**config.mk**
```make
export PLATFORM = sky130hd
export DESIGN_NAME = pipe_hazard_ctrl_flat
export DESIGN_NICKNAME = d
export VERILOG_FILES = /design/src/rtl/pipe_hazard_ctrl_if.sv /design/src/rtl/pipe_hazard_ctrl.sv /design/src/flat_wrapper.sv
export SDC_FILE = /design/constraint.sdc
export NUM_CORES = 1
export LEC_CHECK = 0
export BUFFER_PORTS_ARGS = -buffer_cell sky130_fd_sc_hd__buf_2
export CORE_UTILIZATION = 40
export DETAILED_ROUTE_END_ITERATION = 6
export GPL_ROUTABILITY_DRIVEN = 0
export PLACE_DENSITY_LB_ADDON = 0.05
export SYNTH_ARGS = -nofsm -noshare
export SYNTH_HDL_FRONTEND = slang
export SYNTH_SLANG_ARGS = --single-unit
```
**constraint.sdc**
```tcl
create_clock -name clk -period 2.98 [get_ports clk]
set_input_delay 0.298 -clock clk [delete_from_list [all_inputs] [get_ports clk]]
set_output_delay 0.298 -clock clk [all_outputs]
set_load 0.02 [all_outputs]
```
**src/rtl/pipe_hazard_ctrl_if.sv**
```systemverilog
// Hazard-control bundle between the datapath and the pipeline sequencer.
// slave: hazard sources in, register enables/flushes and counters out.
interface pipe_hazard_ctrl_if #(
   parameter int CNT_W = 32
);
   logic [4:0]       rs1_id;
   logic [4:0]       rs2_id;
   logic             rs1_used_id;
   logic             rs2_used_id;
   logic [4:0]       rd_ex;
   logic             mem_read_ex;
   logic             redirect_ex;
   logic             mem_req_mem;
   logic             dmem_ready;
   logic             pc_en;
   logic             if_id_en;
   logic             if_id_flush;
   logic             id_ex_en;
   logic             id_ex_flush;
   logic             ex_mem_en;
   logic             ex_mem_flush;
   logic             mem_wb_en;
   logic             mem_err;
   logic [CNT_W-1:0] stall_cnt;
   logic [CNT_W-1:0] flush_cnt;

   modport master (
      output rs1_id, rs2_id, rs1_used_id, rs2_used_id,
      output rd_ex, mem_read_ex, redirect_ex,
      output mem_req_mem, dmem_ready,
      input  pc_en, if_id_en, if_id_flush,
      input  id_ex_en, id_ex_flush,
      input  ex_mem_en, ex_mem_flush, mem_wb_en,
      input  mem_err, stall_cnt, flush_cnt
   );

   modport slave (
      input  rs1_id, rs2_id, rs1_used_id, rs2_used_id,
      input  rd_ex, mem_read_ex, redirect_ex,
      input  mem_req_mem, dmem_ready,
      output pc_en, if_id_en, if_id_flush,
      output id_ex_en, id_ex_flush,
      output ex_mem_en, ex_mem_flush, mem_wb_en,
      output mem_err, stall_cnt, flush_cnt
   );
endinterface

```
**src/rtl/pipe_hazard_ctrl.sv**
```systemverilog
// Pipeline sequencer: drives IF/ID..MEM/WB enables/flushes from
// dmem wait (with timeout), EX redirect and load-use; counts stalls/flushes.
// Ports: clk, rst (async, active-high), bus (pipe_hazard_ctrl_if.slave).
module pipe_hazard_ctrl #(
   parameter int MEM_TIMEOUT = 64,
   parameter int CNT_W       = 32
) (
   input logic              clk,
   input logic              rst,
   pipe_hazard_ctrl_if.slave bus
);
   typedef enum logic {RUN, MEM_WAIT} state_e;

   localparam logic [15:0] TO_LAST = 16'(MEM_TIMEOUT - 1);

   state_e           state_q, state_d;
   logic [15:0]      wait_cnt_q, wait_cnt_d;
   logic             mem_err_q, mem_err_d;
   logic [CNT_W-1:0] stall_cnt_q, stall_cnt_d;
   logic [CNT_W-1:0] flush_cnt_q, flush_cnt_d;

   logic timeout;
   logic mem_stall;
   logic lu;
   logic rs1_hit, rs2_hit;
   logic pc_en, if_id_en, if_id_flush;
   logic id_ex_en, id_ex_flush;
   logic ex_mem_en, mem_wb_en;

   assign timeout = (wait_cnt_q == TO_LAST);

   assign mem_stall =
      (state_q == RUN && bus.mem_req_mem && !bus.dmem_ready) ||
      (state_q == MEM_WAIT && !bus.dmem_ready && !timeout);

   assign rs1_hit = bus.rs1_used_id && (bus.rs1_id == bus.rd_ex);
   assign rs2_hit = bus.rs2_used_id && (bus.rs2_id == bus.rd_ex);
   assign lu = bus.mem_read_ex && (bus.rd_ex != 5'd0) &&
               (rs1_hit || rs2_hit);

   // Sources overlap, so evaluation order carries the priority.
   always_comb begin
      pc_en       = 1'b1;
      if_id_en    = 1'b1;
      if_id_flush = 1'b0;
      id_ex_en    = 1'b1;
      id_ex_flush = 1'b0;
      ex_mem_en   = 1'b1;
      mem_wb_en   = 1'b1;
      priority case (1'b1)
         mem_stall: begin
            pc_en     = 1'b0;
            if_id_en  = 1'b0;
            id_ex_en  = 1'b0;
            ex_mem_en = 1'b0;
            mem_wb_en = 1'b0;
         end
         bus.redirect_ex: begin
            if_id_flush = 1'b1;
            id_ex_flush = 1'b1;
         end
         lu: begin
            // Hold PC and IF/ID; ID/EX loads a bubble.
            pc_en       = 1'b0;
            if_id_en    = 1'b0;
            id_ex_flush = 1'b1;
         end
         default: ;
      endcase
   end

   always_comb begin
      state_d    = state_q;
      wait_cnt_d = wait_cnt_q;
      mem_err_d  = mem_err_q;
      unique case (state_q)
         RUN: begin
            if (bus.mem_req_mem && !bus.dmem_ready) begin
               state_d    = MEM_WAIT;
               wait_cnt_d = '0;
            end
         end
         MEM_WAIT: begin
            if (bus.dmem_ready) begin
               state_d    = RUN;
               wait_cnt_d = '0;
            end else if (timeout) begin
               state_d    = RUN;
               wait_cnt_d = '0;
               mem_err_d  = 1'b1;
            end else begin
               wait_cnt_d = wait_cnt_q + 16'd1;
            end
         end
         default: state_d = RUN;
      endcase
   end

   always_comb begin
      stall_cnt_d = stall_cnt_q;
      flush_cnt_d = flush_cnt_q;
      if (!pc_en && stall_cnt_q != '1)
         stall_cnt_d = stall_cnt_q + 1'b1;
      if (id_ex_flush && flush_cnt_q != '1)
         flush_cnt_d = flush_cnt_q + 1'b1;
   end

   always_ff @(posedge clk or posedge rst) begin
      if (rst) begin
         state_q     <= RUN;
         wait_cnt_q  <= '0;
         mem_err_q   <= 1'b0;
         stall_cnt_q <= '0;
         flush_cnt_q <= '0;
      end else begin
         state_q     <= state_d;
         wait_cnt_q  <= wait_cnt_d;
         mem_err_q   <= mem_err_d;
         stall_cnt_q <= stall_cnt_d;
         flush_cnt_q <= flush_cnt_d;
      end
   end

   assign bus.pc_en        = pc_en;
   assign bus.if_id_en     = if_id_en;
   assign bus.if_id_flush  = if_id_flush;
   assign bus.id_ex_en     = id_ex_en;
   assign bus.id_ex_flush  = id_ex_flush;
   assign bus.ex_mem_en    = ex_mem_en;
   assign bus.ex_mem_flush = 1'b0;
   assign bus.mem_wb_en    = mem_wb_en;
   assign bus.mem_err      = mem_err_q;
   assign bus.stall_cnt    = stall_cnt_q;
   assign bus.flush_cnt    = flush_cnt_q;
endmodule
```
**src/flat_wrapper.sv**
```systemverilog
// flat-port wrapper written by rule: the top's interface ports become plain ports
module pipe_hazard_ctrl_flat 
#(
   parameter int MEM_TIMEOUT = 64,
   parameter int CNT_W       = 32
)
  (clk, rst, bus_rs1_id, bus_rs2_id, bus_rs1_used_id, bus_rs2_used_id, bus_rd_ex, bus_mem_read_ex, bus_redirect_ex, bus_mem_req_mem, bus_dmem_ready, bus_pc_en, bus_if_id_en, bus_if_id_flush, bus_id_ex_en, bus_id_ex_flush, bus_ex_mem_en, bus_ex_mem_flush, bus_mem_wb_en, bus_mem_err, bus_stall_cnt, bus_flush_cnt);
  pipe_hazard_ctrl_if #(.CNT_W(CNT_W)) bus_i ();
  input logic clk;
  input logic rst;
  input wire logic [$bits(bus_i.rs1_id)-1:0] bus_rs1_id;
  input wire logic [$bits(bus_i.rs2_id)-1:0] bus_rs2_id;
  input wire logic [$bits(bus_i.rs1_used_id)-1:0] bus_rs1_used_id;
  input wire logic [$bits(bus_i.rs2_used_id)-1:0] bus_rs2_used_id;
  input wire logic [$bits(bus_i.rd_ex)-1:0] bus_rd_ex;
  input wire logic [$bits(bus_i.mem_read_ex)-1:0] bus_mem_read_ex;
  input wire logic [$bits(bus_i.redirect_ex)-1:0] bus_redirect_ex;
  input wire logic [$bits(bus_i.mem_req_mem)-1:0] bus_mem_req_mem;
  input wire logic [$bits(bus_i.dmem_ready)-1:0] bus_dmem_ready;
  output wire logic [$bits(bus_i.pc_en)-1:0] bus_pc_en;
  output wire logic [$bits(bus_i.if_id_en)-1:0] bus_if_id_en;
  output wire logic [$bits(bus_i.if_id_flush)-1:0] bus_if_id_flush;
  output wire logic [$bits(bus_i.id_ex_en)-1:0] bus_id_ex_en;
  output wire logic [$bits(bus_i.id_ex_flush)-1:0] bus_id_ex_flush;
  output wire logic [$bits(bus_i.ex_mem_en)-1:0] bus_ex_mem_en;
  output wire logic [$bits(bus_i.ex_mem_flush)-1:0] bus_ex_mem_flush;
  output wire logic [$bits(bus_i.mem_wb_en)-1:0] bus_mem_wb_en;
  output wire logic [$bits(bus_i.mem_err)-1:0] bus_mem_err;
  output wire logic [$bits(bus_i.stall_cnt)-1:0] bus_stall_cnt;
  output wire logic [$bits(bus_i.flush_cnt)-1:0] bus_flush_cnt;
  assign bus_i.rs1_id = bus_rs1_id;
  assign bus_i.rs2_id = bus_rs2_id;
  assign bus_i.rs1_used_id = bus_rs1_used_id;
  assign bus_i.rs2_used_id = bus_rs2_used_id;
  assign bus_i.rd_ex = bus_rd_ex;
  assign bus_i.mem_read_ex = bus_mem_read_ex;
  assign bus_i.redirect_ex = bus_redirect_ex;
  assign bus_i.mem_req_mem = bus_mem_req_mem;
  assign bus_i.dmem_ready = bus_dmem_ready;
  assign bus_pc_en = bus_i.pc_en;
  assign bus_if_id_en = bus_i.if_id_en;
  assign bus_if_id_flush = bus_i.if_id_flush;
  assign bus_id_ex_en = bus_i.id_ex_en;
  assign bus_id_ex_flush = bus_i.id_ex_flush;
  assign bus_ex_mem_en = bus_i.ex_mem_en;
  assign bus_ex_mem_flush = bus_i.ex_mem_flush;
  assign bus_mem_wb_en = bus_i.mem_wb_en;
  assign bus_mem_err = bus_i.mem_err;
  assign bus_stall_cnt = bus_i.stall_cnt;
  assign bus_flush_cnt = bus_i.flush_cnt;
  pipe_hazard_ctrl #(.MEM_TIMEOUT(MEM_TIMEOUT), .CNT_W(CNT_W)) u_core (.clk(clk), .rst(rst), .bus(bus_i));
endmodule
```
; ---- Word-level counts from Yosys, hierarchy flattened
; Index checks and enable logic that the tools add are counted.
[totals]
reg_bits = 82
latchBits = 0
mem_bits_rw = 0
rom_bits = 0
output_inout_bits = 73
memories = 0
[op_classes]
n_addsub = 3
n_mul = 0
div = 0
n_lt_le_gt_ge = 0
eq_ne = 6
shift = 0
mux = 17
bitwise_logic = 2
reduce_logical = 18
[op_table]
columns = op, n
row1 = $add 32x1->32 const B, 2
row2 = $ne 32x32->1 const B, 2
row3 = $mux 16, 3
row4 = $pmux 16 s2, 1
row5 = $add 16x1->16 const B, 1
row6 = $eq 16x6->1 const B, 1
row7 = $mux 1, 12
row8 = $logic_and 1x1->1, 11
row9 = $eq 5x5->1, 2
row10 = $reduce_bool 5->1, 1
row11 = $logic_not 1->1, 3
row12 = $reduce_and 3->1, 1
row13 = $logic_or 1x1->1, 2
row14 = $ne 2x2->1 const B, 1
row15 = $not 1->1, 2
row16 = $pmux 1 s2, 1

; ---- Depth between registers and ports, before layout
[logic_depth]
ltp_word = 9
ltp_mapped = 10
mapped_depth_nobuf = 8

; ---- Least setup slack after synthesis
; Ideal clock, no wire load.
[synth_path]
path_type = reg-to-output
start = reg u_core.wait_cnt_q[6]
end = out bus_pc_en
arrival_ns = 2.204
setup_slack_ns = 0.478
stages_incl_launch_ff = 9
path_buffers = 3
cell_sequence = dfrtp_1 -> or4_4 -> nor4_4 -> a211oi_2 -> a21o_1 -> buf_2 -> inv_2 -> buf_2 -> buf_4
[synth_between]
elab_chain_len = 5
[synth_rtl]
columns = item, line
row1 = from (decl), pipe_hazard_ctrl.sv:17  ; logic [15:0] wait_cnt_q, wait_cnt_d;
row2 = from (signal assigned), pipe_hazard_ctrl.sv:117  ; wait_cnt_q <= wait_cnt_d;
row3 = $eq 16x6->1, pipe_hazard_ctrl.sv:30  ; assign timeout = (wait_cnt_q == TO_LAST);
row4 = $logic_not 1->1, pipe_hazard_ctrl.sv:34  ; (state_q == MEM_WAIT && !bus.dmem_ready && !timeout);
row5 = $logic_and 1x1->1, pipe_hazard_ctrl.sv:34
row6 = $logic_or 1x1->1, pipe_hazard_ctrl.sv:33  ; (state_q == RUN && bus.mem_req_mem && !bus.dmem_ready) ||
row7 = $mux 1, --
row8 = to (decl), flat_wrapper.sv:20  ; output wire logic [$bits(bus_i.pc_en)-1:0] bus_pc_en;
; No other way between the ends.

; ---- Final worst setup path
[layout_path]
start = reg u_core.wait_cnt_q[6]
end = out bus_pc_en
[layout_between]
elab_chain_len = 5
[layout_rtl]
columns = item, line
row1 = $eq 16x6->1, pipe_hazard_ctrl.sv:30
row2 = $logic_not 1->1, pipe_hazard_ctrl.sv:34
row3 = $logic_and 1x1->1, pipe_hazard_ctrl.sv:34
row4 = $logic_or 1x1->1, pipe_hazard_ctrl.sv:33
row5 = $mux 1, pipe_hazard_ctrl.sv:50  ; priority case (1'b1)
; No other way between the ends.

==> summary.txt <==
Drt
  • Average detailed-routed wire length per instance: 15.2 um
  • Post-DR vias/cell: 5.37
  • Total Wirelength: 10200 um
  • 1st-iter DRT viols: 155
  • DRT Pass-1 Iters: 5
  • Routed Antenna Nets: 0
  • Via count of the routed design: 3583
  • Drc violations: 0

Critical path
  • Start point of the critical path: u_core.wait_cnt_q[6]
  • Critical Path Sink: bus_pc_en
  • Worst path required time: 2.68 ns
  • Worst-path fanout max: 10
  • CP endpoint kind: output port
  • Count of cells along the worst register-to-register path: 8
  • Series of cell instances along the critical path: or4_4 -> nor4_4 -> a211oi_2 -> a21o_1 -> inv_2 -> buf_4 -> buf_2
  • Slowest library cell on the worst path: or4_4
  • Type of the worst setup path: flop to output port
  • Stage delay of the slowest cell on the critical path: 0.57 ns
  • Capture instance of the worst register-to-register path: u_core.bus.flush_cnt[1]
  • Startpoint of the worst register-to-register path: u_core.wait_cnt_q[6]
  • Startpoint type of the worst setup path: flop
  • Critical path data arrival time: 2.53 ns
  • Minimum setup slack among reg-to-reg paths: 0.33 ns

Layout
  • Leading cell types in the layout, fill and taps excluded: buf_2, dfrtp_1, xor2_1
  • Utilization after layout: 0.494
  • Number of non-filler instances in the completed layout: 667
  • Area added between synthesis and finish: 19.0%
  • Fin nets: 555
  • Fraction of final layout cells with drive strength greater than 1: 0.273
  • Leading cell type in the layout, fill and taps excluded: buf_2
  • Number of antenna cells inserted: 0
  • Layout Cell Area excl Fill: 0.00512 mm2

Yosys
  • Fraction of post-synthesis cell area in the top cell type by area: 0.477
  • Ys flop type: dfrtp_1
  • Total standard cell area after synthesis: 0.00430 mm2
  • Post-Syn Area per Cell: 10.1 um2
  • Top area cells in the synthesized netlist: dfrtp_1, xor2_1, xnor2_1
  • Cell variety after synth: 47
  • Largest area contributor in the synthesized netlist: dfrtp_1
  • #FFs+latches synth: 82
  • Number of standard cells after synthesis: 427
  • Sequential fraction of the synthesis area: 0.477
  • Warnings, synthesis: 0
  • Async SR Flop Fraction: 1.00
  • Post-synth net total: 453
  • Number of enable flip-flop cells after synthesis: 0

Global route
  • Wire length of the first global-routing pass: 16800 um
  • Total routing resource utilization after global routing: 0.191
  • Pin count of the biggest net entering global routing: 47
  • Grt total ovfl: 0
  • Vias in the first global route: 3374
  • Initial antenna violation count: 0

STA
  • Remaining max-slew budget at the tightest pin: 0.442
  • Max Fclk: 0.353 GHz
  • RSZ-0062 raised after global routing: no
  • Final worst setup slack: 0.151 ns
  • Count of final setup violators: 0
  • Worst hold-check slack: 0.0785 ns
  • Sum Neg Setup Slack: 0 ns
  • Period utilization: 0.949
  • Min Clock Period, post-route: 2.83 ns
  • Final Hold Violating Endpoints: 0
  • Skew final: 0.0119 ns
  • Number of slew-limit violations in the final report: 0
  • Measured slew at the worst slew-check pin: 0.838 ns

Clock network
  • Clock insertion delay at the later pin of the skew report: 0.35 ns
  • Number of clock sinks seen by CTS: 82
  • Clock transition at the registers of the reported paths: 0.08 ns
  • Clk Tree Root Cell: clkbuf_8
  • Post-CTS Resized: 0
  • TritonCTS buffer count: 9
  • H-tree Lvls: 3
  • Clock tree from TritonCTS: built
  • Cts-stage hold buffer count: 0
  • Maximum clock path buffer count: 2

Placed design
  • Post-placement cell count: 651
  • Placement Setup Slack: 0.284 ns
  • Input/output buffers: 94
  • Placed wire-length estimate after detailed placement: 7030 um
  • Cell area after placement: 0.00495 mm2

Floorplanning
  • Row cnt: 37
  • DIE AREA: 0.0112 mm2
  • Initial core utilization: 0.415
  • Overall die height: 106 um
  • Chip width: 106 um
  • Total I/O pin count: 96
  • Area of the core: 0.0104 mm2

Power
  • Cell leakage power: 2.37 nW
  • Power density normalized to cell area: 515 mW/mm2
  • Total Power Consumption: 2.64 mW
  • Worst vdd ir: 0.000260 V

Hold path
  • Hold crit path type: input pin to asynchronous set/reset pin

Outcome
  • Run status: completed

Job
  • Max-cap viol count: 0
kinds of logic after synthesis:
logic type	synth area share
other	0.000872
buffers and inverters	0.0331
and+or+nand+nor	0.270
AOI/OAI and AO/OA	0.0521
xor gates and xnor gates	0.153
DFF	0.477
muxes	0.00523
adders and majority gates	0.00872
state kept, by name (all words and copies together) (netlist names):
name                  count
u_core.wait_cnt_q        16
u_core.state_q            1
u_core.bus.mem_err        1
u_core.bus.flush_cnt     32
u_core.bus.stall_cnt     32
where the power goes:
group	internal, mW	switching [mW]	total (mW)
Combinational	0.232	0.365	0.598
Clock	0.289	0.362	0.651
Sequential	1.23	0.152	1.39
area by class of cell:
type	count	area, um2
Inverter	11	42.5
Multi-Input combinational cell	316	2120
Clock buffer	12	135
Fill cell	1033	5250
Sequential cell	82	2050
Clock inverter	1	5.00
Tap cell	136	170
Timing Repair Buffer	109	596
how the worst min path moves through the flow:
stage                                   startpoint                        to  slack (ns)  cells after the start
final                                          rst  u_core.bus.stall_cnt[18]        0.08                      2
after global routing                           rst  u_core.bus.stall_cnt[12]        0.15                      2
after CTS                                      rst  u_core.bus.stall_cnt[18]        0.11                      2
after detailed placement  u_core.bus.stall_cnt[19]  u_core.bus.stall_cnt[19]        0.48                      1
after global placement    u_core.bus.stall_cnt[19]  u_core.bus.stall_cnt[19]        0.47                      1
after floorplan                     bus_dmem_ready            u_core.state_q        0.37                      1
synth_stat cells, types with 5 or more instances:
cell	n
a21oi_1	7
nor2_1	23
nand2_1	37
nor4_2	10
nor3_1	29
nand4_1	33
buf_2	6
xnor2_1	37
and4_1	5
or4_1	5
clkbuf_1	7
o21ai_0	20
dfrtp_1	82
nand3_1	23
inv_1	9
xor2_1	38
and3_1	10
worst max-delay path: cells and delay by family (launching register included):
kind,cells,cell delay (ns)
flip-flops,1,0.44
AND/OR/NAND/NOR,2,0.92
AO/OA/AOI/OAI,2,0.34
buffers and inverters,3,0.48
metal layers:
layer,wire [um],track usage
met5,0,0
met2,4730,0.296
met3,476,0.0334
met1,4840,0.265
met4,116,0.0714
timing repair:
action                                  4_1_cts  5_1_grt
pin swaps                                     1        1
endpoints found under the setup margin        1        2
setup buffers                                 1        1
gates cloned                                  1        0
(Power assumes the default switching activity.)
